===== config.mk =====
export PLATFORM = sky130hd
export DESIGN_NAME = bsg_mcl_axil_req_arbiter
export DESIGN_NICKNAME = d
export VERILOG_FILES = /design/src/rtl/bsg_mcl_axil_req_arbiter.sv
export SDC_FILE = /design/constraint.sdc
export NUM_CORES = 1
export LEC_CHECK = 0
export CAP_MARGIN = 20
export CORE_AREA = 2 2 43 45
export CTS_BUF_LIST = sky130_fd_sc_hd__clkbuf_8
export DETAILED_ROUTE_END_ITERATION = 7
export DIE_AREA = 0 0 45 47
export DONT_BUFFER_PORTS = 1
export PLACE_DENSITY = 0.56
export RECOVER_POWER = 50
export SKIP_CTS_REPAIR_TIMING = 1
export SLEW_MARGIN = 25
export SYNTH_ARGS = -nofsm -noshare
export SYNTH_HDL_FRONTEND = slang
export SYNTH_SLANG_ARGS = --single-unit

===== constraint.sdc =====
create_clock -name clk_i -period 2.1 [get_ports clk_i]
set_clock_uncertainty 0.1 [all_clocks]
set_input_delay 0.315 -clock clk_i [delete_from_list [all_inputs] [get_ports clk_i]]
set_output_delay 0.315 -clock clk_i [all_outputs]
set_load 0.01 [all_outputs]

===== src/rtl/bsg_mcl_axil_req_arbiter.sv =====
// Packet-granular round-robin arbiter sharing one host request word stream among num_req_p sources.
// A packet is granted only when downstream vacancy covers all ratio_p words; the locked source then passes through.
module bsg_mcl_axil_req_arbiter #(
  parameter int num_req_p         = 2,
  parameter int axil_data_width_p = 32,
  parameter int ratio_p           = 4,
  parameter int credits_width_p   = 5
) (
  input  logic                                       clk_i,
  input  logic                                       reset_i,
  input  logic [num_req_p*axil_data_width_p-1:0]     req_data_i,
  input  logic [num_req_p-1:0]                       req_v_i,
  output logic [num_req_p-1:0]                       req_ready_o,
  output logic [axil_data_width_p-1:0]               data_o,
  output logic                                       v_o,
  input  logic                                       ready_i,
  input  logic [credits_width_p-1:0]                 credits_i,
  output logic [((num_req_p>1)?$clog2(num_req_p):1)-1:0] grant_id_o,
  output logic                                       busy_o
);

  localparam int id_w_lp  = (num_req_p > 1) ? $clog2(num_req_p) : 1;
  localparam int cnt_w_lp = (ratio_p > 1) ? $clog2(ratio_p) : 1;

  typedef enum logic {IDLE = 1'b0, LOCK = 1'b1} state_e;

  state_e              state_q;
  logic [cnt_w_lp-1:0] cnt_q;
  logic [id_w_lp-1:0]  ptr_q;
  logic [id_w_lp-1:0]  grant_q;

  logic [2*num_req_p-1:0] dbl_v;
  logic [num_req_p-1:0]   rot_v;
  logic                   win_found;
  logic [id_w_lp-1:0]     win_id;
  logic                   credit_ok;
  logic                   hs;
  logic                   last_beat;
  logic [id_w_lp-1:0]     next_ptr;

  // Rotate valids so bit 0 is the source at the round-robin pointer.
  assign dbl_v = {req_v_i, req_v_i} >> ptr_q;
  assign rot_v = dbl_v[num_req_p-1:0];

  always_comb begin
    win_found = 1'b0;
    win_id    = '0;
    for (int k = 0; k < num_req_p; k++) begin
      if (!win_found && rot_v[k]) begin
        win_found = 1'b1;
        if (int'(ptr_q) + k >= num_req_p)
          win_id = id_w_lp'(int'(ptr_q) + k - num_req_p);
        else
          win_id = id_w_lp'(int'(ptr_q) + k);
      end
    end
  end

  assign credit_ok = (credits_i >= credits_width_p'(ratio_p));
  assign hs        = (state_q == LOCK) && req_v_i[grant_q] && ready_i;
  assign last_beat = (cnt_q == cnt_w_lp'(ratio_p - 1));
  assign next_ptr  = (grant_q == id_w_lp'(num_req_p - 1)) ? '0 : grant_q + id_w_lp'(1);

  always_ff @(posedge clk_i or posedge reset_i) begin
    if (reset_i) begin
      state_q <= IDLE;
      cnt_q   <= '0;
      ptr_q   <= '0;
      grant_q <= '0;
    end else begin
      case (state_q)
        IDLE: begin
          if (win_found && credit_ok) begin
            grant_q <= win_id;
            cnt_q   <= '0;
            state_q <= LOCK;
          end
        end
        LOCK: begin
          // Credits are not rechecked here: the whole packet was reserved at grant.
          if (hs) begin
            if (last_beat) begin
              state_q <= IDLE;
              cnt_q   <= '0;
              ptr_q   <= next_ptr;
            end else begin
              cnt_q <= cnt_q + cnt_w_lp'(1);
            end
          end
        end
        default: state_q <= IDLE;
      endcase
    end
  end

  always_comb begin
    v_o         = 1'b0;
    req_ready_o = '0;
    data_o      = req_data_i[int'(grant_q)*axil_data_width_p +: axil_data_width_p];
    if (state_q == LOCK) begin
      v_o                  = req_v_i[grant_q];
      req_ready_o[grant_q] = ready_i;
    end
  end

  assign busy_o     = (state_q == LOCK);
  assign grant_id_o = grant_q;

`ifndef SYNTHESIS
  always @(posedge clk_i) begin
    assert (num_req_p >= 1);
    assert (ratio_p <= (1 << credits_width_p) - 1);
  end
`endif

endmodule


==> results of run 1 <==
[layout make-up]
| type | instances | share of cell area |
|---|---|---|
| Tap cell | 17 | 0.0293 |
| Multi-Input combinational cell | 51 | 0.686 |
| Clock buffer | 3 | 0.0569 |
| Timing Repair Buffer | 3 | 0.0293 |
| Sequential cell | 5 | 0.172 |
| Inverter | 4 | 0.0207 |
| Clock inverter | 1 | 0.00517 |
[kinds of logic after synthesis]
kind of cell    after synthesis  synth area share
simple gates                 10            0.0802
compound gates                3            0.0317
mux                          37             0.621
fa+ha+maj                     1            0.0187
buf+inv                       8            0.0616
flops                         5             0.187
[through the flow]
stage          cell area (um2)  setup slack, ns  instances  total power (W)
3_3_place_gp               681            0.509         79         0.000868
3_5_place_dp               681            0.489         79         0.000877
2_1_floorplan              671            0.498         64         0.000815
4_1_cts                    726            0.282         83          0.00106
5_1_grt                    726            0.223         84          0.00109
6_report                   726            0.297         84          0.00101
[placed cells by master (no fill, tap or decap), drive strengths merged]
cell type | Yosys | layout
o21ai | 1 | 1
nor3b | 1 | 1
or3b | 1 | 1
nand2 | 2 | 2
nor3 | 2 | 2
clkbuf | 0 | 4
a21o | 1 | 1
dlygate4sd3 | 0 | 1
ha | 1 | 1
dfrtp | 5 | 5
buf | 4 | 1
mux2 | 34 | 34
nor2 | 3 | 3
inv | 4 | 5
nor2b | 1 | 1
mux2i | 3 | 3
o32ai | 1 | 1
[power breakdown]
part / switching, W / internal, W
sequential: 0.0000465 / 0.000146
combinational: 0.000344 / 0.000302
clock: 0.0000464 / 0.000125
total: 0.000437 / 0.000573
[how the worst max path moves through the flow]
stage | startpoint | endpoint | slack [ns] | depth (start not counted)
after floorplan | grant_id_o | ptr_q | 0.50 | 4
final | grant_id_o | data_o[1] | 0.30 | 2
after CTS | grant_id_o | data_o[1] | 0.28 | 2
after global routing | grant_id_o | data_o[9] | 0.22 | 2
after global placement | busy_o | ptr_q | 0.51 | 3
after detailed placement | busy_o | ptr_q | 0.49 | 3
[worst max-delay path, cell delays in order (launching register included)]
cell and delay (ns):
dfrtp_1 0.35, buf_4 0.38, mux2_2 0.43
[per-layer routing]
| metal | part of all wire | track usage |
|---|---|---|
| met5 | 0 | 0 |
| met4 | 0.0087 | 0.0706 |
| met3 | 0.13 | 0.0538 |
| met2 | 0.54 | 0.237 |
| met1 | 0.32 | 0.142 |
[flip-flops by register name, indices dropped and copies added, names as in the netlist]
name	count
cnt_q	2
busy_o	1
grant_id_o	1
ptr_q	1
==> run metrics, run 1 <==
reg2reg end=ptr_q; max-cap viol count=0; Synth Register Bits=5; largest net degree at the start of global routing=36; R2R Path Start=busy_o; via count=541; period utilisation layout=0.859; grt ovf=0; WL per Instance=21.9 um; Crit path required time=between 1.5 and 2 ns; critical path type=flop to output port; hold_sp=req_v_i[1]; largest area contributor in the netlist=mux2_2; Hold EP=grant_id_o; first drt pass iteration count=2; Area growth syn-to-layout=8.21%; post-layout util=0.439; worst slew pin tran=about 0.42 ns; Setup crit end kind=output port; asr flop ratio synth=1.00; # DRC=0; Core Region=roughly 0.0017 mm2; Yosys cell types=17; Rel. slew slack=0.718; Initial Util=0.406; worst min path class=primary input to flop; RSZ-0062 raised after global routing=false; Register-to-Register Path Depth=3; clock latency on the worst-skew pair=roughly 0.22 ns; Post-synth top flop=dfrtp_1; first-pass GRT wire length=2010 um; GRT Total Usage=0.136; Reg clk slew, reported paths=0.03 ns; ANT cells=0; worst path arrival time=about 1.4 ns; Max clock buf depth=2; Seq/Total Area, Yosys=0.187; CTS buffer count=3; GP Congestion=about 0.68; TritonCTS clock tree=built; Final setup viols=0; Fin Hold WS=0.159 ns; Max Fclk=555 MHz; final net count=143; Post-synth EDFFs=0; syn_nets=139; Top-Level Pins=111; most common cell in the synthesized netlist=mux2_2; critical path launch point type=flop; Synth top cells by count=mux2_2 (33), dfrtp_1 (5), inv_1 (4); post-DP HPWL=1590 um; Gate Count Post-Synth=64; Hold Vio Cnt, Final=0; final antenna-violating net count=0; footprint of the multi-input gates=498 um2; DRT iter0 DRCs=1; area of the die=0.00212 mm2; final WL=about 1800 um; H-tree Lvls=1; initial antenna violation count=0; layout cells sized above 1=0.433; row cnt=15; fill count=between 150 and 200; outcome=finished clean; Worst VDD drop=approximately 700 uV; yosys synthesis warning count=0; setup TNS=0 ns; clock root buffer=clkbuf_8; reg-to-reg slack, setup=0.47 ns; Die H=47 um; Sink Count=5; vias per inst=around 6.4; Post-Syn Area=671 um2; CP max FO=35; Min-Delay Path Depth=2; port bufs=0; sequential cell area=125 um2; Synth top area share=0.554; Area contributors post-synth=mux2_2 (55%), dfrtp_1 (19%), mux2i_1 (4.5%); Syn Area/Cell=about 10 um2; Final min period=1.80 ns; pwr dens=1390 mW/mm2; Leak=0.292 nW; vias in the first global route=458; Die Wd=45 um; Slew Limit Fails=0
No activity file was read; power rests on OpenSTA's default activity.
==> inputs of run 2 (changes only) <==
--- a/config.mk
+++ b/config.mk
@@ -5,13 +5,14 @@
 export SDC_FILE = /design/constraint.sdc
 export NUM_CORES = 1
 export LEC_CHECK = 0
+export ABC_AREA = 1
 export CAP_MARGIN = 20
-export CORE_AREA = 2 2 43 45
+export CORE_AREA = 2 2 44 46
 export CTS_BUF_LIST = sky130_fd_sc_hd__clkbuf_8
 export DETAILED_ROUTE_END_ITERATION = 7
-export DIE_AREA = 0 0 45 47
+export DIE_AREA = 0 0 46 48
 export DONT_BUFFER_PORTS = 1
-export PLACE_DENSITY = 0.56
+export PLACE_DENSITY = 0.6
 export RECOVER_POWER = 50
 export SKIP_CTS_REPAIR_TIMING = 1
 export SLEW_MARGIN = 25
==> constraint.sdc (replaced) <==
create_clock -name clk_i -period 1.56 [get_ports clk_i]
set_clock_uncertainty 0.1 [all_clocks]
set_input_delay 0.234 -clock clk_i [delete_from_list [all_inputs] [get_ports clk_i]]
set_output_delay 0.234 -clock clk_i [all_outputs]
set_load 0.01 [all_outputs]
==> run 2 against run 1 <==
  * Flip-flop and latch count unchanged
  * Final cell count rose by 100%
  * Highest routed layer unchanged
  * Hold slack worse by 0.089 ns
  * Critical endpoint is now req_ready_o[0]
==> run metrics, run 2 <==
asr flop ratio synth=1.00; setup TNS=0 ns; Crit path required time=1.23 ns; yosys synthesis warning count=0; syn_nets=~220; Top-Level Pins=111; Area contributors post-synth=nand2_1 (58%), dfrtp_1 (17%), buf_2 (4.2%); Die H=48 um; area of the die=0.00221 mm2; Core Region=roughly 0.0017 mm2; clock latency on the worst-skew pair=0.22 ns; routed length on met3=between 150 and 200 um; Die Wd=46 um; Metal-1 WL=775 um; Min-Delay Path Depth=2; Register-to-Register Path Depth=7; most frequent cells in the layout=nand2_1 (113), inv_1 (8), dfrtp_1 (5); CP max FO=12; pwr dens=1790 mW/mm2; commonest non-fill, non-tap cell in the layout=nand2_1; grt ovf=0; Reg clk slew, reported paths=0.04 ns; final WL=a little over 2000 um; Setup crit end kind=output port; Area growth syn-to-layout=10.2%; first drt pass iteration count=4; GP Congestion=between 0.8 and 0.9; worst path cell trace=buf_4, nor3_1; GRT Total Usage=0.150; worst min path class=primary input to flop; DRT iter0 DRCs=20; first-pass GRT wire length=2400 um; post-DP HPWL=1690 um; critical path launch point type=flop; H-tree Lvls=1; layout cells sized above 1=0.0724; max-cap viol count=0; RSZ-0062 raised after global routing=false; final net count=228; register with the most flip-flops=cnt_q; TritonCTS clock tree=built; Gate Count Post-Synth=149; uppermost layer routed=met4; CTS buffer count=3; initial antenna violation count=0; worst slew pin tran=about 0.35 ns; Sink Count=5; Placement Setup Slack=0.305 ns; ANT cells=0; largest area contributor in the netlist=nand2_1; CP max-delay cell=dfrtp_1; Yosys cell types=15; Max Fclk=675 MHz; Max clock buf depth=2; Synth top area share=0.581; Hold Vio Cnt, Final=0; Power Total=0.00143 W; CP peak stage delay=0.39 ns; Post-synth EDFFs=0; Post-Syn Area=723 um2; final antenna-violating net count=0; Synth Register Bits=5; clock root buffer=clkbuf_8; largest net degree at the start of global routing=30; max reg flops=2; via count=875; Synth top cells by count=nand2_1 (112), inv_1 (7), buf_2 (6), dfrtp_1 (5), nor3_1 (3); port bufs=0; outcome=finished clean; critical path type=flop to output port; reg-to-reg slack, setup=0.34 ns; worst path arrival time=1.15 ns; most common cell in the synthesized netlist=nand2_1; Rel. slew slack=0.766; Initial Util=0.428; # DRC=0; period utilisation layout=0.949; Post-synth top flop=dfrtp_1; Final setup viols=0; WL per Instance=11.9 um; final setup margin=0.0788 ns; WL met2=1050 um; vias in the first global route=599; Syn Area/Cell=roughly 4.9 um2; Slew Limit Fails=0; Leak=0.528 nW; Final min period=1.48 ns; vias per inst=between 5 and 6; Seq/Total Area, Yosys=0.173; row cnt=15; Worst VDD drop=942 uV
-- run 2: changes by cell type after synthesis, moves of 2 or more --
cell	change
buf_2	+3
inv_1	+3
mux2_2	-33
mux2i_1	-3
nand2_1	+110
nand2_2	+2
nand3_1	+2
nand3_2	+2
nand4_1	+2
-- run 2: cell type report --
cell class	count	area (um2)
fillers	179	892
multi-input cells	129	519
flip-flops and latches	5	125
repair buffers	6	56.3
clock buffers	3	41.3
inverters	8	30.0
well taps	17	21.3
clock inverters	1	3.75
-- run 2: cells by family (layout without fill, tap and decap cells) --
| logic type | Yosys count | after routing | share of synthesized area |
|---|---|---|---|
| fa+ha+maj | 1 | 1 | 0.0173 |
| flops | 5 | 5 | 0.173 |
| compound gates | 2 | 2 | 0.0138 |
| simple gates | 126 | 126 | 0.697 |
| buf+inv | 15 | 18 | 0.0986 |
-- run 2: per-layer routing --
layer,GRT usage,vias to the layer above
met2,0.267,48
met4,0.0686,0
met5,0,-
li1,-,453
met1,0.169,372
met3,0.0377,2
-- run 2: worst max-delay path, delay by kind of cell (launching register included) --
| kind | cells | cell delay, ns |
|---|---|---|
| buffers and inverters | 1 | 0.19 |
| DFF | 1 | 0.39 |
| and+or+nand+nor | 1 | 0.34 |
-- run 2: metrics by stage --
stage | util | instance area (um2) | cells | hold WS [ns]
after CTS | 0.473 | 798 | 168 | -0.297
after floorplan | - | 723 | 149 | -0.0875
after global routing | 0.472 | 797 | 169 | 0.0725
after detailed placement | 0.446 | 753 | 164 | -0.0584
final | 0.472 | 797 | 169 | 0.0693
after global placement | 0.446 | 753 | 164 | -0.0664
-- run 2: report_power, final --
group / switching [W] / internal (W) / total, W / leakage, nW
Sequential: 0.0000432 / 0.000186 / 0.000230 / 0.0601
Clock: 0.0000641 / 0.000169 / 0.000233 / 0.0269
Combinational: 0.000678 / 0.000286 / 0.000964 / 0.441
Total: 0.000785 / 0.000641 / 0.00143 / 0.528
-- run 2: worst paths after layout --
path,startpoint,end
setup / recovery,grant_id_o,req_ready_o[0]
hold / removal,ready_i,ptr_q
setup reg to reg,grant_id_o,cnt_q[0]
hold reg to reg,ptr_q,ptr_q
max in group asynchronous,reset_i,cnt_q[0]
min in group asynchronous,reset_i,busy_o
==> inputs of run 3 (changes only) <==
--- a/config.mk
+++ b/config.mk
@@ -12,6 +12,7 @@
 export DETAILED_ROUTE_END_ITERATION = 7
 export DIE_AREA = 0 0 46 48
 export DONT_BUFFER_PORTS = 1
+export MAX_ROUTING_LAYER = met4
 export PLACE_DENSITY = 0.6
 export RECOVER_POWER = 50
 export SKIP_CTS_REPAIR_TIMING = 1
==> run 3 against run 2 <==
  * Non-clock buffer count unchanged
  * Clock power about the same
  * Register-to-register slack about the same
  * Via count up 0.11%
  * Critical path type unchanged
  * Largest power group unchanged
==> run metrics, run 3 (same netlist as run 2, synthesis figures left out) <==
sequential power share=0.161; uppermost layer routed=met4; Comb power frac=0.675; H-tree Lvls=1; layout cells sized above 1=0.0724; final net count=228; via count=876; Slew Limit Fails=0; CP max FO=12; worst path arrival time=around 1.2 ns; CTS buffer count=3; ANT cells=0; Die Wd=46 um; period utilisation layout=0.951; Area growth syn-to-layout=10.2%; DP Area=753 um2; switch share=0.551; Setup crit end kind=output port; Initial Util=0.428; Max clock buf depth=2; GRT Total Usage=0.155; Power Total=0.00143 W; Fin Hold WS=~0.068 ns; first-pass GRT wire length=between 2000 and 2500 um; WL met2=about 1100 um; port bufs=0; Sink Count=5; worst slew pin tran=0.348 ns; Hold Vio Cnt, Final=0; # DRC=0; Metal-1 WL=775 um; register with the most flip-flops=cnt_q; Max Fclk=674 MHz; initial antenna violation count=0; Clock power frac=0.164; Top-Level Pins=111; commonest non-fill, non-tap cell in the layout=nand2_1; row cnt=15; Core Region=~0.0017 mm2; post-DP HPWL=1690 um; WL per Instance=11.9 um; GP Congestion=0.883; Rel. slew slack=0.766; CP max-delay cell=dfrtp_1; Worst VDD drop=942 uV; worst path cell trace=buf_4, nor3_1; Leak=0.528 nW; setup TNS=0 ns; Cells after DPL=164; clock latency on the worst-skew pair=0.22 ns; routed length on met3=170 um; area of the die=0.00221 mm2; Finished Cell Area=797 um2; critical path type=flop to output port; Psw=0.000787 W; TritonCTS clock tree=built; Die H=roughly 48 um; DRT iter0 DRCs=20; vias per inst=5.18; final antenna-violating net count=0; pwr dens=1790 mW/mm2; max-cap viol count=0; max reg flops=2; largest net degree at the start of global routing=30; outcome=finished clean; Final setup viols=0; Reg clk slew, reported paths=0.04 ns; final WL=2010 um; Crit path required time=1.23 ns; CP peak stage delay=0.39 ns; Cell Count, Final, Fillers Out=169; Int Power=0.000641 W; worst min path class=primary input to flop; vias in the first global route=599; clock root buffer=clkbuf_8; critical path launch point type=flop; first drt pass iteration count=4; RSZ-0062 raised after global routing=false; grt ovf=0; most frequent cells in the layout=nand2_1 (113), inv_1 (8), dfrtp_1 (5); Final min period=1.48 ns
-- run 3: cell counts in the layout (fill, tap and decap cells not counted) --
Identical to the previous run, type by type.
-- run 3: through the flow --
step                       util  setup WS, ns
after global routing      0.472        0.0345
after CTS                 0.473        0.0633
after detailed placement  0.446         0.305
final                     0.472        0.0771
after global placement    0.446         0.305
after floorplan               -         0.336
-- run 3: cell type report --
type	instances	area, um2
clock buffers	3	41.3
clock inverters	1	3.75
fillers	179	892
inverters	8	30.0
multi-input cells	129	519
flip-flops and latches	5	125
well taps	17	21.3
repair buffers	6	56.3
-- run 3: power groups by stage --
stage	Combinational (W)	Clock, W	Sequential [W]
2_1_floorplan	0.000811	0	0.000237
3_3_place_gp	0.000958	0	0.000228
3_5_place_dp	0.000982	0	0.000231
4_1_cts	0.000985	0.000242	0.000230
5_1_grt	0.00112	0.000250	0.000236
6_report	0.000964	0.000235	0.000230
-- run 3: final timing paths --
check	from	to	slack, ns	depth (start not counted)
setup / recovery	grant_id_o	req_ready_o[0]	0.08	2
hold / removal	ready_i	ptr_q	0.07	2
setup reg to reg	grant_id_o	cnt_q[0]	0.34	7
hold reg to reg	ptr_q	ptr_q	0.39	2
max in group asynchronous	reset_i	cnt_q[0]	0.93	2
min in group asynchronous	reset_i	busy_o	0.25	2
-- run 3: critical path, delay by kind of cell, from the launching register on --
family	cells	cell delay, ns
and+or+nand+nor	1	0.34
buffers and inverters	1	0.19
DFF	1	0.39
-- run 3: metal layers --
metal,vias to the layer above,global-route usage
met5,-,-
met4,0,0.0686
met3,2,0.0377
met2,48,0.267
met1,373,0.169
li1,453,-
